### config.mk
export PLATFORM = sky130hd
export DESIGN_NAME = instr_seq
export DESIGN_NICKNAME = d
export VERILOG_FILES = /design/src/rtl/seq_pkg.sv /design/src/rtl/instr_decode.sv /design/src/rtl/instr_seq.sv
export SDC_FILE = /design/constraint.sdc
export NUM_CORES = 1
export LEC_CHECK = 0
export BUFFER_PORTS_ARGS = -buffer_cell sky130_fd_sc_hd__buf_2
export CAP_MARGIN = 20
export CORE_MARGIN = 3
export CORE_UTILIZATION = 35
export DETAILED_ROUTE_END_ITERATION = 8
export PLACE_DENSITY_LB_ADDON = 0.1
export SKIP_LAST_GASP = 1
export SYNTH_ARGS = -nofsm -noshare
export SYNTH_HDL_FRONTEND = slang
export SYNTH_HIERARCHICAL = 1
export SYNTH_SLANG_ARGS = --single-unit
### constraint.sdc
create_clock -name clk -period 3.4 [get_ports clk]
set_input_delay 0.34 -clock clk [delete_from_list [all_inputs] [get_ports clk]]
set_output_delay 0.34 -clock clk [all_outputs]
set_load 0.03 [all_outputs]
### src/rtl/seq_pkg.sv
// Shared constants for the instruction sequencer: opcodes, FSM states, bus widths.
package seq_pkg;

  localparam int ADDR_W = 8;
  localparam int DATA_W = 8;

  localparam logic [2:0] OP_NOP = 3'b000;
  localparam logic [2:0] OP_LDO = 3'b001;
  localparam logic [2:0] OP_LDA = 3'b010;
  localparam logic [2:0] OP_STO = 3'b011;
  localparam logic [2:0] OP_PRE = 3'b100;
  localparam logic [2:0] OP_ADD = 3'b101;
  localparam logic [2:0] OP_LDM = 3'b110;
  localparam logic [2:0] OP_HLT = 3'b111;

  typedef enum logic [2:0] {
    FETCH1,
    FETCH2,
    EXEC,
    MEM,
    HALT
  } state_t;

  function automatic logic [ADDR_W-1:0] pc_inc(input logic [ADDR_W-1:0] pc);
    return pc + 8'd1;
  endfunction

endpackage

### src/rtl/instr_decode.sv
// Pure combinational opcode classifier used by the sequencer FSM.
module instr_decode
  import seq_pkg::*;
(
  input  logic [2:0] opcode,
  output logic       is_two_byte,
  output logic       is_exec,
  output logic       is_halt
);

  always_comb begin
    is_two_byte = 1'b0;
    is_exec     = 1'b0;
    is_halt     = 1'b0;
    case (opcode)
      OP_LDO, OP_LDA, OP_STO: is_two_byte = 1'b1;
      OP_PRE, OP_ADD, OP_LDM: is_exec     = 1'b1;
      OP_HLT:                 is_halt     = 1'b1;
      default: ;
    endcase
  end

endmodule

### src/rtl/instr_seq.sv
// Fetch/execute sequencer for an 8-bit accumulator-style CPU.
// Optional feature macro: SEQ_RESUME_EN adds a resume input that leaves HALT.
module instr_seq
  import seq_pkg::*;
#(
  parameter logic [ADDR_W-1:0] PC_RESET = 8'h00
) (
  input  logic              clk,
  input  logic              rst,
`ifdef SEQ_RESUME_EN
  input  logic              resume,
`endif
  input  logic [DATA_W-1:0] rom_data,
  output logic [ADDR_W-1:0] rom_addr,
  output logic              rom_read,
  output logic              rom_ena,
  output logic [ADDR_W-1:0] ram_addr,
  output logic              ram_ena,
  output logic              ram_read,
  output logic              ram_write,
  output logic [2:0]        opcode,
  output logic [4:0]        reg_sel,
  output logic              exec_en,
  output logic              load_en,
  output logic              halted,
  output logic [ADDR_W-1:0] pc
);

  state_t              state;
  logic [DATA_W-1:0]   ir;
  logic [DATA_W-1:0]   operand;
  logic [ADDR_W-1:0]   pc_reg;

  logic fetch_two_byte, fetch_exec, fetch_halt;
  logic ir_two_byte, ir_exec, ir_halt;

  // The fetch-side decoder only steers the next state; strobes use the IR decoder.
  instr_decode u_dec_fetch (
    .opcode      (rom_data[7:5]),
    .is_two_byte (fetch_two_byte),
    .is_exec     (fetch_exec),
    .is_halt     (fetch_halt)
  );

  instr_decode u_dec_ir (
    .opcode      (ir[7:5]),
    .is_two_byte (ir_two_byte),
    .is_exec     (ir_exec),
    .is_halt     (ir_halt)
  );

  logic unused_decode;
  assign unused_decode = &{1'b0, fetch_exec, fetch_halt, ir_two_byte};

  always_ff @(posedge clk or posedge rst) begin
    if (rst) begin
      state   <= FETCH1;
      pc_reg  <= PC_RESET;
      ir      <= '0;
      operand <= '0;
    end else begin
      case (state)
        FETCH1: begin
          ir     <= rom_data;
          pc_reg <= pc_inc(pc_reg);
          state  <= fetch_two_byte ? FETCH2 : EXEC;
        end
        FETCH2: begin
          operand <= rom_data;
          pc_reg  <= pc_inc(pc_reg);
          state   <= MEM;
        end
        MEM:  state <= FETCH1;
        EXEC: state <= ir_halt ? HALT : FETCH1;
        HALT: begin
`ifdef SEQ_RESUME_EN
          if (resume) state <= FETCH1;
`endif
        end
        default: state <= FETCH1;
      endcase
    end
  end

  // Strobes come from registered state/IR only; rst gates them off while asserted.
  always_comb begin
    rom_addr  = pc_reg;
    rom_read  = 1'b0;
    ram_ena   = 1'b0;
    ram_read  = 1'b0;
    ram_write = 1'b0;
    exec_en   = 1'b0;
    load_en   = 1'b0;
    if (!rst) begin
      case (state)
        FETCH1, FETCH2: rom_read = 1'b1;
        MEM: begin
          case (ir[7:5])
            OP_LDO: begin
              rom_addr = operand;
              rom_read = 1'b1;
              load_en  = 1'b1;
            end
            OP_LDA: begin
              ram_ena  = 1'b1;
              ram_read = 1'b1;
              load_en  = 1'b1;
            end
            OP_STO: begin
              ram_ena   = 1'b1;
              ram_write = 1'b1;
            end
            default: ;
          endcase
        end
        EXEC:    exec_en = ir_exec;
        default: ;
      endcase
    end
  end

  assign rom_ena  = rom_read;
  assign ram_addr = operand;
  assign opcode   = ir[7:5];
  assign reg_sel  = ir[4:0];
  assign halted   = (state == HALT);
  assign pc       = pc_reg;

endmodule

==> results.cfg <==
[outcome]
status = finished, final reports clean

[cells_and_area]
layout-drive-gt1-share_pct = 58.5
syn2layout_area_growth_pct = 27.4
final_net_count = 159
n_fill_cell = 366
finalCoreUtilization_pct = 48.2
multi_input_area_sq_um = 599
n_antenna_cell = 0
regArea_sq_um = 676

[pwr]
power.density_mw_per_mm2 = 1150
power_leakage_nw = 0.830
vdd_drop_max_mv = 0.471
finalPower_mw = 1.92

[clock_tree]
post_cts_resized = 0
root_buffer = clkbuf_8
cts_tree = done
cts_setup_buffers = 0
clock_path_buffers = 2
numCtsBuffers = 3
cts.clk_slew.worst_paths_ns = 0.09
cts_max_level = 1
insertion_delay_ns = 0.28
cts.sinks = 27

[critical_path]
path_cells = dlygate4sd3_1 -> buf_2 -> nor3b_4 -> nand4b_4 -> mux2_2 -> buf_2
crit_fanout = 9
rrSetupSlack_ns = 1.66
setup.worst_path.class = in -> out
required_ns = 3.06
rr_endpoint = ir[2]
worstSetupEndpointType = output pin
startpoint_type = input pin
cp_common_cell = buf_2
timing.rr.start = state[2]
cp.arrival_ns = 2.02
slowest_stage = dlygate4sd3_1
r2r_cells = 2
critPathMaxStageDelay_ns = 0.53

[synth]
syn_area_sq_mm = 0.00131
syn-num-nets = 106
synthCells = 95
yosysWarnings = 6
syn_area_per_cell_sq_um = 13.8

[sta]
totalNegativeSetupSlack_ns = 0
fin_crit_ns = 2.36
max_slew_margin_pct = 49.2
setup_viol = 0
min_period_over_period_pct = 69.5
worst_pin_slew_ns = 0.758
rsz0062_at_grt = false
final-hold-violation-count = 0
drv_slew = 0
max_freq_ghz = 0.423
fin_skew_ns = 0.00355
worst_slack_ns = 1.04

[drt]
drt-initial-drc-count = 19
detail-route-antenna-nets = 0
wire_per_inst_um = 14.9
drtPass1Iterations = 4
drc = 0
via_per_inst = 4.86
vias = 938
wl_um = 2870

[global_routing]
grt_pass1_vias = 918
antenna_found_initial = 0
grt_pass1_wl_um = 4620
grtUsageTotal_pct = 14.0
grt-ovfl-total = 0
grt_max_degree = 28

[placed_design]
dp_worst_setup_slack_ns = 1.46
globalplace.congestion = 0.704
dp_hpwl_um = 2140
numPortBuffers = 49

[min_path]
hold_depth = 2
hold_start = rom_data[1]
min_to = ram_addr[1]
hold_class = in -> reg

[die]
die_area_sq_mm = 0.00452
initial_utilization_pct = 37.8
dieHeight_um = 67.2
die_x_um = 67.2
boundaryPins = 50
rows = 21
coreArea_sq_mm = 0.00347

[job]
maxCapViolations = 0
==> worst max-delay path: cells and delay by family <==
family        cells  cell delay [ns]
buf+inv           3             0.86
simple gates      2             0.49
mux               1             0.34
==> metal layers <==
| metal | up-vias | share of wire [%] | GRT usage (%) |
|---|---|---|---|
| met5 | - | 0 | 0 |
| li1 | 441 | - | - |
| met2 | 32 | 50 | 22.2 |
| met4 | 0 | 1.4 | 5.32 |
| met1 | 461 | 43 | 18.6 |
| met3 | 4 | 5.6 | 3.00 |
==> where the power goes <==
| group | leakage, nW | switching (mW) | internal (mW) |
|---|---|---|---|
| registers | 0.325 | 0.187 | 0.480 |
| clock network | 0.0217 | 0.103 | 0.0833 |
| logic | 0.483 | 0.656 | 0.413 |
==> how the worst max path moves through the flow <==
stage	slack, ns	from	endpoint
after floorplan	1.38	ir[7]	ram_read
after global placement	1.49	state[1]	rom_addr[2]
after detailed placement	1.46	state[1]	rom_addr[2]
after CTS	1.15	state[1]	rom_addr[2]
after global routing	0.95	rst	rom_addr[2]
final	1.04	rst	rom_addr[2]
==> cell usage in the layout, fill, tap and decap left out <==
cell type and count:
nor3b_1 1, xor2_1 2, ha_1 1, and4bb_2 1, clkinvlp_4 1, clkbuf_8 3, nand4_1 4, nand2_1 3
a21boi_0 1, buf_2 49, a21boi_1 1, and2_1 1, nor2b_1 1, o21ba_2 1, o21a_1 1, mux2_2 26
nor2_1 2, nor3_4 1, and2b_1 1, inv_1 2, buf_16 1, nand4b_4 1, dlygate4sd3_1 1, and3_1 5
nor3b_4 1, dfrtp_1 27, o31ai_1 1, xnor2_1 6, nor3_2 1
==> per-stage QoR <==
| stage | hold WS, ns | area (sq um) | std cells |
|---|---|---|---|
| finish | 0.300 | 1670 | 193 |
| CTS | 0.294 | 1630 | 191 |
| global placement | 0.486 | 1590 | 187 |
| detailed placement | 0.494 | 1590 | 187 |
| global route | 0.289 | 1670 | 193 |
| floorplan | 0.393 | 1310 | 95 |
==> final cells by class <==
type,count,area share [%]
well taps,46,3.44
clock inverters,1,0.449
clock buffers,3,2.47
flip-flops and latches,27,40.4
multi-input cells,63,35.9
inverters,2,0.449
repair buffers,51,16.9
==> repair_timing <==
action                     4_1_cts  5_1_grt
hold buffers                     0        1
hold endpoints to repair         0        2
setup endpoints to repair        0        0
Power figures use the tool's default switching activity.
